[src/rtl/seq_cla_addsub.sv]
// Sequential carry-lookahead adder/subtractor: resolves one 4-bit group per clock
// with lookahead carries and ripples the group carry through a register.
module seq_cla_addsub #(
  parameter int WIDTH = 16,
  parameter int GROUP = 4
) (
  input  logic             clk,
  input  logic             rst,
  input  logic             start,
  input  logic             sub,
  input  logic [WIDTH-1:0] a,
  input  logic [WIDTH-1:0] b,
  output logic             busy,
  output logic             done,
  output logic [WIDTH-1:0] sum,
  output logic             cout,
  output logic             ovf
);

  localparam int NG    = WIDTH / GROUP;
  localparam int IDX_W = (NG > 1) ? $clog2(NG) : 1;

  typedef enum logic [1:0] {IDLE, RUN, DONE} state_t;

  state_t             state, state_next;
  logic [WIDTH-1:0]   a_q, b_q, res_q, res_next;
  logic               carry_q;
  logic [IDX_W-1:0]   idx_q;
  logic [GROUP-1:0]   p, g, s;
  logic [GROUP:0]     c;
  logic               accept, last;

  // Per-group propagate/generate and the lookahead carry unit.
  always_comb begin
    p = a_q[idx_q*GROUP +: GROUP] ^ b_q[idx_q*GROUP +: GROUP];
    g = a_q[idx_q*GROUP +: GROUP] & b_q[idx_q*GROUP +: GROUP];
    c[0] = carry_q;
    c[1] = g[0] | (p[0] & c[0]);
    c[2] = g[1] | (p[1] & g[0]) | (p[1] & p[0] & c[0]);
    c[3] = g[2] | (p[2] & g[1]) | (p[2] & p[1] & g[0]) | (p[2] & p[1] & p[0] & c[0]);
    c[4] = g[3] | (p[3] & g[2]) | (p[3] & p[2] & g[1]) | (p[3] & p[2] & p[1] & g[0])
         | (p[3] & p[2] & p[1] & p[0] & c[0]);
    s = p ^ c[GROUP-1:0];
    // NOTE: every combinational output gets a default first so no path can infer a latch.
    res_next = res_q;
    res_next[idx_q*GROUP +: GROUP] = s;
  end

  assign accept = start && (state == IDLE || state == DONE);
  assign last   = (state == RUN) && (idx_q == IDX_W'(NG - 1));

  always_comb begin
    state_next = state;
    case (state)
      IDLE:    if (accept) state_next = RUN;
      RUN:     if (last)   state_next = DONE;
      DONE:    state_next = accept ? RUN : IDLE;
      default: state_next = IDLE;
    endcase
  end

  assign busy = (state == RUN);
  assign done = (state == DONE);

  // NOTE: sequential state uses non-blocking assignments so all registers update together.
  always_ff @(posedge clk) begin
    state <= state_next;
    if (rst) begin
      state   <= IDLE;
      a_q     <= '0;
      b_q     <= '0;
      res_q   <= '0;
      carry_q <= 1'b0;
      idx_q   <= '0;
      sum     <= '0;
      cout    <= 1'b0;
      ovf     <= 1'b0;
    end else if (accept) begin
      a_q     <= a;
      b_q     <= sub ? ~b : b;
      carry_q <= sub;
      idx_q   <= '0;
    end else if (state == RUN) begin
      res_q   <= res_next;
      carry_q <= c[GROUP];
      idx_q   <= idx_q + 1'b1;
      // Results are published only once the final group is resolved.
      if (last) begin
        sum  <= res_next;
        cout <= c[GROUP];
        ovf  <= c[GROUP-1] ^ c[GROUP];
      end
    end
  end

endmodule

[config.mk]
export PLATFORM = sky130hd
export DESIGN_NAME = seq_cla_addsub
export DESIGN_NICKNAME = d
export VERILOG_FILES = /design/src/rtl/seq_cla_addsub.sv
export SDC_FILE = /design/constraint.sdc
export NUM_CORES = 1
export LEC_CHECK = 0
export CAP_MARGIN = 20
export CORE_MARGIN = 8
export CORE_UTILIZATION = 23
export CTS_BUF_LIST = sky130_fd_sc_hd__clkbuf_4 sky130_fd_sc_hd__clkbuf_8
export CTS_CLUSTER_SIZE = 30
export DETAILED_ROUTE_END_ITERATION = 10
export PLACE_DENSITY = 0.45
export SYNTH_ARGS = -nofsm -noshare
export SYNTH_HDL_FRONTEND = slang
export SYNTH_SLANG_ARGS = --single-unit
[constraint.sdc]
create_clock -name clk -period 3.14 [get_ports clk]
set_input_delay 0.942 -clock clk [delete_from_list [all_inputs] [get_ports clk]]
set_output_delay 0.942 -clock clk [all_outputs]
set_load 0.01 [all_outputs]
Word level (Yosys, flattened, before mapping)

Index checks and enable logic that the tools add are counted.

Shift-type cells: 4
Bitwise operators: 32
Reduce and logical (&&, ||, !) cells: 9
Muxes and demuxes: 8
Add/subtract/negate cells: 2
Eq/ne operators: 5

Operators by type and width:

| kind                      | count |
|---|---|
| $neg A4 Y34               | 1 |
| $shift A4 B34 Y16 const A | 1 |
| $shiftx A4 B34 Y16        | 1 |
| $shiftx A16 B5 Y4         | 2 |
| $and A1 B1 Y1             | 16 |
| $bwmux W16                | 1 |
| $mux W16                  | 1 |
| $not A16 Y16              | 1 |
| $or A1 B1 Y1              | 10 |
| $xor A4 B4 Y4             | 2 |
| $pmux W2 S3               | 1 |
| $and A4 B4 Y4             | 1 |
| $eq A2 B2 Y1 const B      | 2 |
| $mux W2                   | 2 |
| $reduce_and A2 Y1         | 2 |
| $mux W1                   | 3 |
| $reduce_and A3 Y1         | 1 |
| $add A2 B1 Y2 const B     | 1 |
| $eq A2 B1 Y1 const B      | 1 |
| $logic_and A1 B1 Y1       | 2 |
| $logic_not A2 Y1          | 1 |
| $ne A2 B1 Y1 const B      | 1 |
| $ne A2 B2 Y1 const B      | 1 |
| $reduce_bool A2 Y1        | 1 |
| other kinds (4)           | 4 |

Output and inout bits: 20
Flip-flop bits (word level): 71

Logic depth before layout (Yosys ltp)

Gate-level depths: netlist of the first run.

Word-level depth: 9
Depth in mapped cells: 7
Gate-level depth less buffers: 6

Least setup slack after synthesis of the first run

No wires, ideal clock.

Path type: flip-flop to flip-flop
Start: register idx_q[0]
End: register sum[15]
Setup slack: 0.510 ns
Clock period less this slack: 2.630 ns
Cell stages (with the launch flop): 8
Library setup time: 0.134 ns
Data arrival time: 2.496 ns
Cell sequence: dfxtp_1 -> buf_4 -> mux4_2 -> ha_1 -> or2_2 -> a31o_2 -> o2111ai_1 -> o22ai_1

Longest elaborated chain between the ends: 9
Elaborated cells between the ends (all ways): 27

RTL lines:

| what                                                        | RTL line | source |
|---|---|---|
| from (decl)                                                 | 28       | `logic [IDX_W-1:0] idx_q;` |
| from (signal assigned)                                      | 86       | `idx_q <= idx_q + 1'b1;` |
| $shiftx A16 B5 Y4                                           | 35, 36   |  |
| $xor A4 B4 Y4 or $and A4 B4 Y4 (tied branches)              | 35, 36   |  |
| $and A1 B1 Y1                                               | 40       | `c[3] = g[2] \| (p[2] & g[1]) \| (p[2] & p[1] & g[0]) \| (p[2] & p[1] & p[0] & c[0]);` |
| $or A1 B1 Y1 or $and A1 B1 Y1 (tied branches) (2 in series) | 40       |  |
| $or A1 B1 Y1                                                | 40       |  |
| $xor A4 B4 Y4                                               | 43       | `s = p ^ c[GROUP-1:0];` |
| $shiftx A4 B34 Y16                                          | 46       | `res_next[idx_q*GROUP +: GROUP] = s;` |
| $bwmux W16                                                  | 46       |  |
| to (signal assigned)                                        | 89       | `sum <= res_next;` |
| to (decl)                                                   | 15       | `output logic [WIDTH-1:0] sum,` |

Several ways; a longest one is shown, not always the timed one.
A chain may end at the register's enable or synchronous reset.

Final worst setup path of the first run

Same ends and word-level chain as after synthesis.

==> run metrics, run 1 <==
CTS Buffer Depth 2; flops & latches, synth 71; peak supply drop 179 µV; pin count of the biggest net entering global routing 52; Synth warnings 0; cell count of the worst hold path 2; reg-to-reg startpoint idx_q[0]; Synthesized Nets 411; Pins Over Slew Limit 0; Adder-Cell Fraction of Synth Area 4.76%; Cell Chain, Critical Path mux4_2 > ha_1 > or2_2 > a31o_2 > o2111ai_1 > o22ai_1; setup TNS 0 ns; Primary FF master, synth dfxtp_1; gr usage total 10.2%; post-route minimum period 2.76 ns; final hold viol count 0; slowest CP cell mux4_2; CTS buffer count 9; Data arrival, critical path 2.99 ns; top cell type's share of synthesized area 42.9%; Ports 56; Async SR Flop Fraction 0%; effective utilization at floorplan 23.1%; via count 2732; Buffers & Inverters on Critical Path 0; global-route wire length before repair 14700 µm; met3 usage 3.22%; actual slew at the worst max-slew pin 0.667 ns; fraction of final layout cells sized beyond drive strength 1 10.6%; starting DRC count in detailed routing 190; antenna cell count 0; Register Area 0.00142 mm²; port buffer count 55; cell area after synthesis 0.00331 mm²; Levels on crit path 6; XOR/XNOR Fraction of Synth Area 4.76%; RSZ-0062 raised after global routing no; Critical Path RT 3.37 ns; Hold Crit Class reg2reg; Avg WL per Cell 15.2 µm; clock root cell clkbuf_8; average size of a mapped cell 9.12 µm²; total core area 0.0143 mm²; Post-CTS Setup Inserts 0; Clk Latency, worst-skew pair 0.36 ns; Mapped Cells 363; register area share after synthesis 42.9%; clock tree sinks 71; antenna viol nets, final 0; area occupied by multi-input gates 0.00175 mm²; library cells used by synthesis 43; area fraction in compound gates after synthesis 18.5%; period utilization 87.8%; Row Count 44; gr ovfl total 0; Worst setup SP type flop; Synth area leader dfxtp_1; Worst setup EP type flop; initial antenna violation count 0; number of global-route vias before repair 2869; Lkg Pwr 1.50 nW; Post-synth EDFFs 0; path depth of the worst reg2reg path 6; Final Skew 0.0151 ns; Die X 136 µm; outcome finished clean; synth cell count leaders dfxtp_1 (71), nand2_1 (44), nor2_1 (44), a211oi_1 (30), a21oi_1 (24); CP startpoint idx_q[0]; most used standard cell by instance count after synthesis dfxtp_1; Die Area 0.0185 mm²; largest family of logic cells by synthesized area simple AND/OR/NAND/NOR gates; Detailed Place HPWL 6580 µm; Area contributors post-synth dfxtp_1 (43%), a211oi_1 (6.8%), mux4_2 (5.4%); P&R area growth vs syn 28.5%; cell area power density 489 mW/mm²; CTS tree built; simple-gate area share of the yosys netlist 18.7%; fin nets 458; FMAX 363 MHz; Clk pin slew, worst setup/hold paths 0.08 ns; Hold Path Origin a_q[13]; drt pass-1 iters 4; met1 GRT Util 12.3%; cell family with most CP delay compound AO/OA/AOI/OAI gates; busiest grt layer met2; DRC viols 0; H-tree levels 3; final WL 9110 µm; vias per inst 4.56; total of max-cap violations 0; critical path class reg2reg; Rel. slew slack 55.5%; Worst Path Max Fanout 11; die height 136 µm; design area 0.00426 mm²; gpl congestion 0.792; GR Util met2 16.8%; Post-DP Area 0.00405 mm²; Max stage delay on crit path 0.56 ns; post-synthesis mux area share 5.74%; # setup viols final 0; fillcell total 1561
-- flip-flops by register name (all words and copies together), names as in the netlist --
| name | flops |
|---|---|
| cout | 1 |
| idx_q | 2 |
| state | 2 |
| ovf | 1 |
| sum | 16 |
| a_q | 16 |
| b_q | 16 |
| carry_q | 1 |
| res_q | 16 |
-- metrics by stage --
stage	util (%)	std cells	power (W)	setup slack, ns	hold slack (ns)
final	29.7	599	0.00208	0.383	0.456
after global routing	29.7	599	0.00218	0.218	0.482
after CTS	29.7	599	0.00211	0.144	0.460
after detailed placement	28.3	583	0.00134	0.174	0.449
after global placement	28.3	583	0.00133	0.258	0.449
after floorplan	-	363	0.00121	0.510	0.433
-- repair_timing --
item,in CTS,in global routing
hold buffers,0,0
setup endpoints to repair,0,3
resized for setup,0,1
-- final timing paths --
path	endpoint	slack [ns]
max	sum[15]	0.38
min reg2reg	a_q[13]	0.46
max reg2reg	sum[15]	0.38
min	a_q[13]	0.46
-- placed cells by master, fill, tap and decap left out, types with 9 or more instances in the layout --
cell type and instances:
nor2_1 44, ha_1 11, clkdlybuf4s50_1 54, buf_4 9, nand2_1 44, dfxtp_1 70
xnor2_1 17, nor3_1 9, a21oi_1 24, a211oi_1 30, clkbuf_8 11
-- metal layers --
| metal | share of wire (%) | wire length, µm |
|---|---|---|
| met1 | 47 | 4240 |
| met2 | 47 | 4310 |
| met3 | 4.8 | 436 |
| met4 | 1.3 | 121 |
| met5 | 0 | 0 |
-- cells by family (layout without fill, tap and decap cells) --
logic type	Yosys count	count (layout)
simple gates	129	129
compound gates	87	87
flops	71	71
buf+inv	37	89
xor+xnor	18	18
fa+ha+maj	12	12
mux	9	9
-- area by class of cell --
type,instances,share of cell area (%)
clock buffer,11,3.56
timing repair buffer,64,14.4
tap,184,5.41
sequential,71,33.4
multi-input combinational,255,41.1
clock inverter,5,1.32
inverter,9,0.794
-- report_power, final --
part | internal (W) | switching (W)
sequential | 0.000945 | 0.0000314
combinational | 0.000152 | 0.000186
clock | 0.000409 | 0.000356
-- worst reg2reg max path, cell delays in order, from the launching register on --
cell,delay (ns)
dfxtp_2,0.55
mux4_2,0.56
ha_1,0.37
or2_2,0.34
a31o_2,0.28
o2111ai_1,0.36
o22ai_1,0.15
Power figures use the tool's default switching activity.
==> run 2: changes to the inputs <==
--- a/config.mk
+++ b/config.mk
@@ -11,7 +11,9 @@
 export CTS_BUF_LIST = sky130_fd_sc_hd__clkbuf_4 sky130_fd_sc_hd__clkbuf_8
 export CTS_CLUSTER_SIZE = 30
 export DETAILED_ROUTE_END_ITERATION = 10
+export GPL_ROUTABILITY_DRIVEN = 0
 export PLACE_DENSITY = 0.45
+export SLEW_MARGIN = 30
 export SYNTH_ARGS = -nofsm -noshare
 export SYNTH_HDL_FRONTEND = slang
 export SYNTH_SLANG_ARGS = --single-unit
==> results of run 2 <==
Final layout, timing and power as in run 1 (identical DEF).
==> run 3: changes to the inputs <==
--- a/config.mk
+++ b/config.mk
@@ -12,6 +12,7 @@
 export CTS_CLUSTER_SIZE = 30
 export DETAILED_ROUTE_END_ITERATION = 10
 export GPL_ROUTABILITY_DRIVEN = 0
+export GPL_TIMING_DRIVEN = 0
 export PLACE_DENSITY = 0.45
 export SLEW_MARGIN = 30
 export SYNTH_ARGS = -nofsm -noshare
==> run metrics, run 3 (synthesis gave the netlist of run 1 again) <==
Ports 56; Pins Over Slew Limit 0; fraction of final layout cells sized beyond drive strength 1 9.30%; global-route wire length before repair 15300 µm; period utilization 94.0%; Max stage delay on crit path 0.55 ns; CTS hold repair buffers 0; Worst Path Max Fanout 10; total of max-cap violations 0; Avg WL per Cell 15.6 µm; starting DRC count in detailed routing 198; # setup viols final 0; fin nets 475; total core area 0.0143 mm²; fillcell total 1555; commonest non-fill, non-tap cell in the layout dfxtp_1; Critical Path RT 3.36 ns; die height 136 µm; RSZ-0062 raised after global routing no; outcome finished clean; pin count of the biggest net entering global routing 11; GR Util met2 17.5%; final WL 9600 µm; antenna cell count 0; Cell Chain, Critical Path buf_4 > mux4_2 > ha_1 > and2_1 > a311o_1 > nor3_1 > nor3_1; Data arrival, critical path 3.18 ns; Lkg Pwr 1.49 nW; port buffer count 53; initial antenna violation count 0; cell family with most CP delay simple AND/OR/NAND/NOR gates; Worst setup EP type flop; Rel. slew slack 56.1%; Post-DP Area 0.00407 mm²; design area 0.00425 mm²; antenna viol nets, final 0; Buffers & Inverters on Critical Path 1; Detailed Place HPWL 7250 µm; CTS tree built; post-route minimum period 2.95 ns; drt pass-1 iters 4; Most common cell on crit path nor3_1; Clk pin slew, worst setup/hold paths 0.07 ns; met1 GRT Util 13.4%; clock root cell clkbuf_8; peak supply drop 171 µV; actual slew at the worst max-slew pin 0.656 ns; via count 2827; number of global-route vias before repair 2864; FMAX 339 MHz; gr ovfl total 0; Row Count 44; P&R area growth vs syn 28.4%; cell area power density 466 mW/mm²; slowest CP cell mux4_2; Worst setup SP type flop; setup TNS 0 ns; met3 usage 3.66%; H-tree levels 3; Post-CTS Setup Inserts 0; gr usage total 10.8%; busiest grt layer met2; effective utilization at floorplan 23.1%; Die Area 0.0185 mm²; clock tree sinks 71; Hold Crit Class reg2reg; CTS buffer count 9; Final Util 29.7%; final hold viol count 0; CTS Buffer Depth 2; DRC viols 0; Clk Latency, worst-skew pair 0.36 ns; most frequent cells in the layout dfxtp_1 (71), clkdlybuf4s50_1 (53), nand2_1 (44), nor2_1 (44), a211oi_1 (30); Final Skew 0.0102 ns; critical path class reg2reg; Die X 136 µm; vias per inst 4.60
[run 3: final cells by class]
type	instances	area (µm²)	share of cell area, %
Multi-Input combinational cell	255	1740	41.0
Sequential cell	71	1420	33.4
Timing Repair Buffer	53	531	12.5
Tap cell	184	230	5.41
Clock buffer	13	166	3.91
Buffer	28	123	2.88
Inverter	9	33.8	0.794
Clock inverter	1	5.00	0.118
[run 3: power by group]
part / internal, W / leakage, nW / switching [W] / total (W)
Clock: 0.000338 / 0.0922 / 0.000331 / 0.000669
Sequential: 0.000945 / 0.580 / 0.0000248 / 0.000970
Combinational: 0.000149 / 0.822 / 0.000196 / 0.000344
Total: 0.00143 / 1.49 / 0.000551 / 0.00198
[run 3: layer usage]
layer	part of all wire, %	up-vias
met5	0	-
met2	48	95
met4	0.68	0
li1	-	1419
met1	45	1306
met3	6.6	7
[run 3: what timing repair did]
action,in CTS,in global routing
gates cloned,0,0
endpoints found under the setup margin,2,1
gates resized for setup,2,1
[run 3: path summary, 6_finish.rpt]
check | from | to | slack, ns | cells after the start
setup / recovery | idx_q[0] | cout | 0.19 | 7
hold / removal | a_q[8] | a_q[8] | 0.46 | 2
setup reg to reg | idx_q[0] | cout | 0.19 | 7
hold reg to reg | a_q[8] | a_q[8] | 0.46 | 2
[run 3: worst register-to-register path: cells and delay by family (launching register included)]
family,cells,cell delay [ns]
AND/OR/NAND/NOR,3,0.62
AO/OA/AOI/OAI,1,0.49
multiplexers,1,0.55
flip-flops,1,0.46
adder cells (fa/ha/maj),1,0.40
buffers and inverters,1,0.29
[run 3: metrics by stage]
stage	worst slack [ns]	hold WS (ns)	total power, W	std cells
detailed placement	-0.0222	0.447	0.00134	600
CTS	0.135	0.457	0.00201	614
floorplan	0.510	0.433	0.00121	363
global route	0.0324	0.487	0.00209	614
global placement	0.0288	0.443	0.00133	600
finish	0.190	0.456	0.00198	614
